===== src/rtl/m_matrix_arbiter_pkt_lock.sv =====
// m_matrix_arbiter_pkt_lock: N-way least-recently-served matrix arbiter with wormhole packet lock.
// Grants combinationally; a head flit locks the output until the same requester's tail flit.
module m_matrix_arbiter_pkt_lock #(
    parameter int N    = 5,
    parameter int ID_W = 3
) (
    input  logic            CLK,
    input  logic            RST,
    input  logic [N-1:0]    req,
    input  logic [N-1:0]    tail,
    input  logic            en,
    output logic [N-1:0]    gnt,
    output logic            gnt_vld,
    output logic [ID_W-1:0] gnt_id,
    output logic            locked
);
    localparam int P = N * (N - 1) / 2;

    // Upper triangle only: entry for (i,j), i<j, stores "i beats j".
    function automatic int pidx(input int i, input int j);
        return i * N - (i * (i + 1)) / 2 + j - i - 1;
    endfunction

    logic [P-1:0]          tri_q, tri_d;
    logic                  lock_vld_q, lock_vld_d;
    logic [ID_W-1:0]       lock_id_q, lock_id_d;
    logic [N-1:0][N-1:0]   beats;
    logic [N-1:0]          lose, cand, own;

    always_ff @(posedge CLK) begin
        if (RST) begin
            tri_q      <= '1;
            lock_vld_q <= 1'b0;
            lock_id_q  <= '0;
        end else begin
            tri_q      <= tri_d;
            lock_vld_q <= lock_vld_d;
            lock_id_q  <= lock_id_d;
        end
    end

    always_comb begin
        beats = '0;
        for (int i = 0; i < N; i++)
            for (int j = 0; j < N; j++)
                beats[i][j] = (i == j) ? 1'b0 : (i < j) ? tri_q[pidx(i, j)] : ~tri_q[pidx(j, i)];
    end

    always_comb begin
        lose = '0;
        own  = '0;
        for (int i = 0; i < N; i++) begin
            for (int j = 0; j < N; j++)
                lose[i] = lose[i] | (req[j] & beats[j][i]);
            own[i] = (lock_id_q == ID_W'(i));
        end
        cand = req & ~lose;
    end

    always_comb begin
        gnt = RST ? '0 : lock_vld_q ? (req & own & {N{en}}) : (cand & {N{en}});
        gnt_vld = |gnt;
        gnt_id = '0;
        for (int i = 0; i < N; i++)
            gnt_id = gnt[i] ? ID_W'(i) : gnt_id;
        locked = lock_vld_q;
    end

    // A tail grant pushes the winner below everyone; a head-only grant locks without touching priority.
    always_comb begin
        lock_vld_d = gnt_vld ? ~|(gnt & tail) : lock_vld_q;
        lock_id_d  = gnt_vld ? gnt_id : lock_id_q;
        tri_d      = tri_q;
        for (int i = 0; i < N; i++)
            for (int j = i + 1; j < N; j++)
                tri_d[pidx(i, j)] = (gnt[i] & tail[i]) ? 1'b0 :
                                    (gnt[j] & tail[j]) ? 1'b1 : tri_q[pidx(i, j)];
    end

    a_onehot: assert property (@(posedge CLK) disable iff (RST) $onehot0(gnt));
    a_en:     assert property (@(posedge CLK) disable iff (RST) gnt_vld |-> en);
    a_lock:   assert property (@(posedge CLK) disable iff (RST) lock_vld_q |-> ((gnt & ~own) == '0));
endmodule


===== config.mk =====
export PLATFORM = sky130hd
export DESIGN_NAME = m_matrix_arbiter_pkt_lock
export DESIGN_NICKNAME = d
export VERILOG_FILES = /design/src/rtl/m_matrix_arbiter_pkt_lock.sv
export SDC_FILE = /design/constraint.sdc
export NUM_CORES = 1
export LEC_CHECK = 0
export ABC_AREA = 1
export CORE_MARGIN = 2
export CORE_UTILIZATION = 51
export CTS_BUF_LIST = sky130_fd_sc_hd__clkbuf_4 sky130_fd_sc_hd__clkbuf_8
export DETAILED_ROUTE_END_ITERATION = 12
export PLACE_DENSITY = 0.81
export SYNTH_ARGS = -nofsm -noshare
export SYNTH_HDL_FRONTEND = slang
export SYNTH_SLANG_ARGS = --single-unit

===== constraint.sdc =====
create_clock -name CLK -period 3.02 [get_ports CLK]
set_input_delay 0.453 -clock CLK [delete_from_list [all_inputs] [get_ports CLK]]
set_output_delay 0.453 -clock CLK [all_outputs]
set_load 0.01 [all_outputs]

==> key figures, run 1 <==
Yosys
  • Flops & latches, synth: 14
  • Top FF cell, synth: dfxtp_1
  • Count leader, synth: nand2_1
  • Cell taking the most area after synthesis: dfxtp_1
  • Top cells by area, synth: dfxtp_1 31%, nand2_1 19%, inv_1 8.3%, nor2_1 8.3%, nand2_2 6.9%
  • Syn Area/Cell: 5.89 um2
  • Syn_nets: 166
  • Mapped Cells: 153
  • Number of synthesized flops with an enable pin: 0
  • Yosys top cell area share: 31.1%
  • Sequential share of the synthesized area: 31.1%
  • Post-Syn Area: 901 um2
  • YS warnings: 0
  • Synth top cells by count: 46 x nand2_1, 20 x inv_1, 20 x nor2_1
  • Netlist cell types: 20
  • Synth async-reset ratio: 0%

Die
  • DIE HEIGHT: 46.0 um
  • Core Rows: 15
  • IO Count: 23
  • Die width: 46.0 um
  • Die area: 2120 um2
  • Core area: 1690 um2
  • Starting Density: 53.3%

STA
  • Final Hold Slack: 0.495 ns
  • Final setup violation count: 0
  • Min cycle time layout: 2.72 ns
  • Final Max Slew Viols: 0
  • Final number of hold-violating endpoints: 0
  • Rel. slew slack: 84.3%
  • Setup TNS: 0 ns
  • Clock Skew: 0.00426 ns
  • RSZ-0062 raised after global routing: false
  • Slew @ Worst Pin: 0.236 ns
  • Peak Freq: 367 MHz
  • Final period util: 90.1%

Hold path
  • Worst Hold Class: reg -> reg

Detailed routing
  • Post-route DRC: 0
  • Vias post-DR: 970
  • Starting DRT DRC Count: 20
  • Post-route ant nets: 0
  • Vias/cell: 5.00
  • DR WL/cell: 11.8 um
  • Total wire length: 2300 um
  • DR pass1 iterations: 4

Critical path
  • Top delay family on crit path: buffers and inverters
  • Setup crit start kind: input port
  • Arrival @ worst endpoint: 2.27 ns
  • CP endpoint kind: output pin
  • Worst path bufs/invs: 4
  • Worst-path fanout max: 14
  • Crit-path slowest cell: clkdlybuf4s50_1
  • Worst-path cell chain: clkdlybuf4s50_1, inv_2, nand2_2, nor2_1, nand2_2, nand3_2, nor2_1, inv_1, clkdlybuf4s50_1
  • CP required: 2.57 ns
  • CP max stage delay: 0.52 ns
  • Critical path type: in -> out

Clock network
  • Clk sinks: 14
  • Clock buffer depth: 2
  • Clock slew at reported path FFs: 0.09 ns
  • Number of hold buffers added after cts: 0
  • Skew-Pair Late Insertion Delay: 0.29 ns
  • CTS tree: built
  • CTS resizes: 0
  • CTS Buf Count: 3
  • # H-tree levels: 1
  • Postcts setup bufs: 0
  • Root Buffer Master: clkbuf_4

Place
  • Port buffer count: 22
  • Placed Instances: 190
  • Post-DP HPWL: 1840 um
  • Routability cong.: 0.960

Cells and area
  • Layout cells sized above 1: 15.8%
  • Final std cells w/o fill: 194
  • Area growth from synthesis to layout: 29.6%
  • Count of nets after finishing: 191
  • # fillers: 163
  • Diode count: 0

Pwr
  • Reported leakage power: 0.000658 uW
  • Pwr dens: 388 nW/um2
  • Peak supply drop: 0.273 mV
  • Power after layout: 453 uW

Global route
  • All-Layer GR Usage: 25.6%
  • Pin count of the biggest net entering global routing: 15
  • Initial antenna violation count: 0
  • First-pass GRT wire length: 3860 um
  • Total gr overflow: 0
  • Vias in the first global route: 932

Outcome
  • Outcome: finished, final reports clean

Run
  • Max_cap viols: 0
==> sequential cells by signal (all words and copies together) (netlist names) <==
register   cells
tri_q         10
lock_id_q      3
locked         1
==> area by class of cell <==
class                           instances  area [um2]  share of cell area [%]
Inverter                               29         109                    9.32
Multi-Input combinational cell        108         500                    42.9
Clock buffer                            4        36.3                    3.11
Tap cell                               17        21.3                    1.82
Sequential cell                        14         280                    24.0
Timing Repair Buffer                   22         220                    18.9
==> cells in the final DEF (no fill, tap or decap) <==
master / count
nor2_2: 3
o21ai_0: 6
nand2_2: 10
clkdlybuf4s50_1: 22
a21oi_1: 2
nand2_1: 46
nor2_4: 1
dfxtp_1: 14
o21ai_2: 1
o211ai_1: 1
nand2_4: 1
o21ai_1: 6
nor2_1: 20
clkbuf_8: 1
inv_1: 20
clkinv_1: 2
clkbuf_4: 3
inv_2: 7
nand3_2: 1
o21bai_1: 1
nand3_1: 9
==> worst min-delay path: cells and delay by family, from the launching register on <==
kind	cells	cell delay [ns]
flip-flops	1	0.35
AO/OA/AOI/OAI	1	0.08
AND/OR/NAND/NOR	1	0.04
==> layer usage <==
layer / routed length, um / up-vias / global-route usage [%]
met5: 0 / - / 0
met4: 52 / 0 / 12.6
met3: 98 / 7 / 3.97
met2: 1040 / 29 / 39.7
met1: 1100 / 424 / 34.0
li1: - / 510 / -
==> cell families after synthesis <==
group	after synthesis	share of synthesized area (%)
buffers and inverters	31	13.3
DFF	14	31.1
and+or+nand+nor	91	45.1
AOI/OAI and AO/OA	17	10.4
==> per-stage QoR <==
stage          instance area [um2]  setup slack (ns)  utilization (%)
3_5_place_dp                  1130             0.310             67.0
5_1_grt                       1170             0.163             69.1
6_report                      1170             0.298             69.1
2_1_floorplan                  901              1.45                -
4_1_cts                       1170             0.302             69.1
3_3_place_gp                  1130             0.365             67.0
==> path summary, 6_finish.rpt <==
| kind | from | end | slack, ns | cells after the start |
|---|---|---|---|---|
| min reg2reg | tri_q[3] | tri_q[3] | 0.50 | 2 |
| max | RST | gnt_vld | 0.30 | 9 |
| max reg2reg | locked | tri_q[4] | 1.58 | 9 |
| min | tri_q[3] | tri_q[3] | 0.50 | 2 |
==> report_power, final <==
group / leakage (uW) / switching, uW / internal [uW]
clock network: 0.0000210 / 66.3 / 73.5
registers: 0.000114 / 8.24 / 193
logic: 0.000523 / 61.6 / 50.6
(Power assumes the default switching activity.)
==> inputs of run 2 (changes only) <==
--- a/config.mk
+++ b/config.mk
@@ -6,11 +6,14 @@
 export NUM_CORES = 1
 export LEC_CHECK = 0
 export ABC_AREA = 1
+export CORE_ASPECT_RATIO = 1.25
 export CORE_MARGIN = 2
 export CORE_UTILIZATION = 51
 export CTS_BUF_LIST = sky130_fd_sc_hd__clkbuf_4 sky130_fd_sc_hd__clkbuf_8
 export DETAILED_ROUTE_END_ITERATION = 12
 export PLACE_DENSITY = 0.81
+export REMOVE_ABC_BUFFERS = 1
+export SLEW_MARGIN = 30
 export SYNTH_ARGS = -nofsm -noshare
 export SYNTH_HDL_FRONTEND = slang
 export SYNTH_SLANG_ARGS = --single-unit
==> run 2 against run 1 <==
Die area hardly changed. Global-route usage is 2.3 points lower. Combinational power hardly changed. Hold slack better by 0.014 ns. Critical endpoint unchanged.
==> key figures, run 2 (synthesis results as in run 1) <==
Die
  • Core Rows: 17 (+2)
  • Die width: 41.6 um (-9.6%)
  • Starting Density: 52.3% (-1.0 points)
  • IO Count: 23 (unchanged)
  • DIE HEIGHT: 51.0 um (+11%)
  • Core area: 1720 um2 (+2.0%)
  • Die area: 2120 um2 (about the same)

Detailed routing
  • Vias/cell: 4.97 (-0.51%)
  • Total wire length: 2240 um (-2.6%)
  • Post-route ant nets: 0 (unchanged)
  • Vias post-DR: 970 (unchanged)
  • Starting DRT DRC Count: 26 (+30%)
  • Post-route DRC: 0 (unchanged)
  • DR pass1 iterations: 4 (unchanged)
  • DR WL/cell: 11.5 um (-3.1%)

Outcome
  • Outcome: finished, final reports clean

Cells and area
  • Area growth from synthesis to layout: 28.3%
  • Diode count: 0 (unchanged)
  • Count of nets after finishing: 191 (unchanged)
  • Most common cell after layout, fill and taps aside: nand2_1
  • Multi-input gate area: 500 um2 (unchanged)
  • # fillers: 153 (-6.1%)
  • Most frequent cells in the layout: 46 x nand2_1, 22 x clkdlybuf4s50_1, 20 x inv_1, 20 x nor2_1, 14 x dfxtp_1
  • Most flop-heavy register: tri_q
  • Cell area after layout: 1160 um2 (-0.96%)
  • FF/Latch Area: 280 um2 (unchanged)
  • Max reg flops: 10 (unchanged)
  • Layout cells sized above 1: 15.3% (-0.48 points)
  • Final std cells w/o fill: 195 (+0.52%)
  • Core Util, Final: 67.1% (-2.0 points)

Critical path
  • Worst-path fanout max: 14 (unchanged)
  • Worst path bufs/invs: 4 (unchanged)
  • CP required: 2.57 ns (about the same)
  • Arrival @ worst endpoint: 2.25 ns (-0.02 ns)
  • Worst-path cell chain: clkdlybuf4s50_1, inv_2, nand2_2, nor2_1, nand2_2, nand3_2, nor2_1, inv_1, clkdlybuf4s50_1
  • CP endpoint kind: output pin
  • Setup crit start kind: input port
  • Critical path type: in -> out
  • Crit path from: RST
  • Reg2reg start: locked
  • CP max stage delay: 0.52 ns (about the same)
  • Top delay family on crit path: buffers and inverters
  • Crit-path slowest cell: clkdlybuf4s50_1

Place
  • Routability cong.: 0.916 (-4.6%)
  • Port buffer count: 22 (unchanged)
  • Post-DP HPWL: 1780 um (-3.2%)
  • Area after DPL: 1130 um2 (+0.22%)
  • Placed Instances: 192 (+1.1%)

Global route
  • All-Layer GR Usage: 23.3% (-2.3 points)
  • Total gr overflow: 0 (unchanged)
  • First-pass GRT wire length: 3800 um (-1.6%)
  • Pin count of the biggest net entering global routing: 15 (unchanged)
  • Initial antenna violation count: 0 (unchanged)
  • Vias in the first global route: 958 (+2.8%)

STA
  • Min cycle time layout: 2.71 ns (-0.0156 ns)
  • Slew @ Worst Pin: 0.261 ns (+0.0258 ns)
  • Setup TNS: 0 ns (unchanged)
  • Final period util: 89.6% (-0.52 points)
  • Peak Freq: 369 MHz (+0.58%)
  • Final number of hold-violating endpoints: 0 (unchanged)
  • RSZ-0062 raised after global routing: false
  • Final Max Slew Viols: 0 (unchanged)
  • Rel. slew slack: 82.6% (-1.7 points)
  • Final setup violation count: 0 (unchanged)
  • Clock Skew: 0.00134 ns (-0.00292 ns)

Clock network
  • Number of hold buffers added after cts: 0 (unchanged)
  • Postcts setup bufs: 0 (unchanged)
  • Root Buffer Master: clkbuf_4
  • CTS Buf Count: 3 (unchanged)
  • Clock slew at reported path FFs: 0.08 ns (about the same)
  • Clk sinks: 14 (unchanged)
  • Skew-Pair Late Insertion Delay: 0.28 ns (about the same)
  • # H-tree levels: 1 (unchanged)
  • CTS resizes: 0 (unchanged)
  • CTS tree: built
  • Clock buffer depth: 2 (unchanged)

Run
  • Max_cap viols: 0 (unchanged)

Pwr
  • Peak supply drop: 0.285 mV (+4.4%)
  • Clk network pwr share: 24.9% (-6.0 points)
  • Internal: 290 uW (-8.6%)
  • Switch Pwr: 128 uW (-6.2%)
  • Pwr dens: 361 nW/um2 (-7.0%)
  • Gate power share: 27.1% (+2.3 points)
  • Switching share of power: 30.6% (+0.55 points)
  • Sequential power share: 48.1% (+3.7 points)
  • Reported leakage power: 0.000651 uW (-1.1%)

Hold path
  • Hold Path Origin: tri_q[4]
  • Worst Hold Class: reg -> reg
-- run 2: worst paths after layout --
path | slack (ns) | cells after the start | end
worst max-delay path | 0.31 | 9 | gnt_vld
worst min-delay path | 0.51 | 2 | tri_q[4]
worst max register to register | 1.51 | 9 | tri_q[5]
worst min register to register | 0.51 | 2 | tri_q[4]
-- run 2: area by class of cell --
class,instances,area share (%)
Clock buffer,3,1.95
Inverter,29,9.42
Multi-Input combinational cell,108,43.3
Sequential cell,14,24.2
Tap cell,19,2.06
Timing Repair Buffer,22,19.0
-- run 2: per-stage QoR --
stage          setup slack, ns  hold slack [ns]  power [uW]
4_1_cts                  0.310            0.507         423
3_3_place_gp             0.339            0.476         315
3_5_place_dp             0.321            0.481         316
5_1_grt                  0.202            0.520         441
2_1_floorplan             1.43            0.454         269
6_report                 0.313            0.509         417
-- run 2: worst register-to-register path, cell delays in order (launching register included) --
cell     delay (ns)
dfxtp_1        0.42
inv_2          0.11
nor2_4         0.13
nand3_1        0.13
nand2_2        0.10
nand2_2        0.09
nor2_2         0.16
inv_1          0.09
o21ai_1        0.08
nand2_1        0.06
-- run 2: layer usage --
metal / up-vias / GRT usage [%] / wire (um)
met5: - / 0 / 0
met4: 0 / 17.7 / 115
met3: 12 / 3.53 / 114
met2: 41 / 41.7 / 1080
met1: 414 / 24.2 / 925
li1: 503 / - / -
-- run 2: power groups by stage --
stage	combinational, uW	sequential [uW]	clock (uW)
finish	113	201	104
global route	125	202	114
CTS	112	201	110
detailed placement	111	205	0
global placement	110	205	0
floorplan	65.4	204	0
==> inputs of run 3 (changes only) <==
--- a/config.mk
+++ b/config.mk
@@ -11,7 +11,7 @@
 export CORE_UTILIZATION = 51
 export CTS_BUF_LIST = sky130_fd_sc_hd__clkbuf_4 sky130_fd_sc_hd__clkbuf_8
 export DETAILED_ROUTE_END_ITERATION = 12
-export PLACE_DENSITY = 0.81
+export PLACE_DENSITY = 0.83
 export REMOVE_ABC_BUFFERS = 1
 export SLEW_MARGIN = 30
 export SYNTH_ARGS = -nofsm -noshare
==> constraint.sdc (replaced) <==
create_clock -name CLK -period 3.02 [get_ports CLK]
set_input_delay 0.453 -clock CLK [delete_from_list [all_inputs] [get_ports CLK]]
set_output_delay 0.453 -clock CLK [all_outputs]
set_load 0.02 [all_outputs]
==> run 3 against run 2 <==
Fmax decreased by 3.9%. Utilization increased by 0.44 points. First-iteration DRC count increased by 15%. Non-clock buffer count increased by 1. Register-to-register slack improved by 0.07 ns. Largest cell class unchanged.
==> key figures, run 3 (synthesis results as in run 1) <==
Critical path
  • Crit-path slowest cell: clkdlybuf4s50_1
  • CP max stage delay: 0.59 ns (+0.07 ns)
  • Flop-to-flop setup slack: 1.58 ns (+0.07 ns)
  • R2R cell count: 9 (unchanged)
  • CP endpoint kind: output pin
  • Worst-path fanout max: 14 (unchanged)
  • Reg2reg start: locked
  • Top delay family on crit path: buffers and inverters
  • Worst r2r dst: tri_q[4]
  • Arrival @ worst endpoint: 2.36 ns (+0.11 ns)
  • Worst-path cell chain: clkdlybuf4s50_1, inv_2, nand2_2, nor2_1, nand2_2, nand3_2, nor2_1, inv_1, clkdlybuf4s50_1
  • Critical path depth: 9 (unchanged)
  • Setup crit start kind: input port
  • Worst path bufs/invs: 4 (unchanged)
  • CP required: 2.57 ns (about the same)
  • Critical path type: in -> out

STA
  • Min cycle time layout: 2.82 ns (+0.109 ns)
  • Rel. slew slack: 83.5% (+0.91 points)
  • Final setup violation count: 0 (unchanged)
  • Post-route setup slack: 0.205 ns (-0.109 ns)
  • Slew @ Worst Pin: 0.248 ns (-0.0140 ns)
  • Peak Freq: 355 MHz (-3.9%)
  • Final period util: 93.2% (+3.6 points)
  • Setup TNS: 0 ns (unchanged)
  • Clock Skew: 0.00621 ns (+0.00487 ns)
  • Final Hold Slack: 0.511 ns (+0.00167 ns)
  • RSZ-0062 raised after global routing: false
  • Final number of hold-violating endpoints: 0 (unchanged)
  • Final Max Slew Viols: 0 (unchanged)

Cells and area
  • Most common cell after layout, fill and taps aside: nand2_1
  • Core Util, Final: 67.5% (+0.44 points)
  • Diode count: 0 (unchanged)
  • # fillers: 161 (+5.2%)
  • Multi-input gate area: 500 um2 (unchanged)
  • Max reg flops: 10 (unchanged)
  • Area growth from synthesis to layout: 29.2%
  • Count of nets after finishing: 192 (+0.52%)
  • Layout cells sized above 1: 15.8% (+0.48 points)
  • Most flop-heavy register: tri_q
  • FF/Latch Area: 280 um2 (unchanged)
  • Final std cells w/o fill: 196 (+0.51%)
  • Most frequent cells in the layout: 46 x nand2_1, 22 x clkdlybuf4s50_1, 20 x inv_1, 20 x nor2_1, 14 x dfxtp_1

Die
  • DIE HEIGHT: 51.0 um (unchanged)
  • Core Rows: 17 (unchanged)
  • Core area: 1720 um2 (unchanged)
  • Die width: 41.6 um (unchanged)
  • Die area: 2120 um2 (unchanged)
  • Starting Density: 52.3% (unchanged)
  • IO Count: 23 (unchanged)

Place
  • Post-DP HPWL: 1840 um (+3.1%)
  • Port buffer count: 22 (unchanged)
  • Routability cong.: 0.905 (-1.2%)
  • Pre-CTS WS: 0.230 ns (-0.0910 ns)
  • Placed Instances: 193 (+0.52%)

Detailed routing
  • DR pass1 iterations: 4 (unchanged)
  • WL met3: 84 um (-26%)
  • Post-route ant nets: 0 (unchanged)
  • Starting DRT DRC Count: 30 (+15%)
  • Vias post-DR: 996 (+2.7%)
  • Vias/cell: 5.08 (+2.2%)
  • DR WL/cell: 11.4 um (-0.69%)
  • Met1 Wirelength: 936 um (+1.2%)
  • Top Metal Used: met4
  • Post-route DRC: 0 (unchanged)
  • Total wire length: 2230 um (-0.18%)
  • Met2 WL post-DR: 1180 um (+9.3%)

Clock network
  • Root Buffer Master: clkbuf_4
  • Clock slew at reported path FFs: 0.08 ns (about the same)
  • Clk sinks: 14 (unchanged)
  • CTS tree: built
  • Skew-Pair Late Insertion Delay: 0.28 ns (about the same)
  • CTS resizes: 0 (unchanged)
  • Postcts setup bufs: 0 (unchanged)
  • Clock buffer depth: 2 (unchanged)
  • # H-tree levels: 1 (unchanged)
  • Number of hold buffers added after cts: 0 (unchanged)
  • CTS Buf Count: 3 (unchanged)

Pwr
  • Peak supply drop: 0.310 mV (+9.0%)
  • Reported leakage power: 0.000657 uW (+0.83%)
  • Pwr dens: 364 nW/um2 (+0.95%)

Hold path
  • Hold worst-path end: tri_q[5]
  • Hold Path Origin: tri_q[5]
  • Hold depth: 2 (unchanged)
  • Worst Hold Class: reg -> reg

Global route
  • Total gr overflow: 0 (unchanged)
  • Vias in the first global route: 921 (-3.9%)
  • All-Layer GR Usage: 22.4% (-0.94 points)
  • Pin count of the biggest net entering global routing: 15 (unchanged)
  • First-pass GRT wire length: 3660 um (-3.6%)
  • Initial antenna violation count: 0 (unchanged)

Run
  • Max_cap viols: 0 (unchanged)

Outcome
  • Outcome: finished, final reports clean
run 3: changes by cell type in the layout (fill, tap and decap cells not counted), sizes merged:
| cell | delta |
|---|---|
| buf | +1 |
run 3: worst register-to-register path, stage by stage (launching register included):
cell     delay, ns
dfxtp_1       0.41
inv_2         0.11
nor2_4        0.13
nand3_1       0.10
nand2_2       0.09
nand2_2       0.10
nor2_2        0.15
inv_1         0.09
o21ai_1       0.10
nand2_1       0.07
run 3: area by class of cell:
cell class	count	share of cell area, %
multi-input cells	108	43.0
flip-flops and latches	14	24.1
repair buffers	23	19.6
inverters	29	9.35
well taps	19	2.04
clock buffers	3	1.94
run 3: worst max path at each step:
| stage | slack [ns] | start | to |
|---|---|---|---|
| finish | 0.20 | RST | gnt_vld |
| global route | 0.14 | RST | gnt_vld |
| detailed placement | 0.23 | RST | gnt_vld |
| global placement | 0.31 | RST | gnt_vld |
| floorplan | 1.29 | locked | gnt_vld |
| CTS | 0.21 | RST | gnt_vld |
run 3: through the flow:
step	instance area (um2)	power, uW
after floorplan	890	274
after global placement	1140	320
after detailed placement	1140	323
after CTS	1160	424
after global routing	1160	442
final	1160	424
run 3: metal layers:
metal / track usage (%) / vias to the layer above
met5: 0 / -
met4: 9.68 / 0
met3: 3.53 / 5
met2: 42.7 / 33
met1: 23.8 / 450
li1: - / 508
run 3: power breakdown:
group	internal, uW	total (uW)	leakage (uW)	switching, uW
clock	46.3	105	0.0000138	58.5
sequential	193	201	0.000114	7.94
combinational	51.1	119	0.000529	67.5
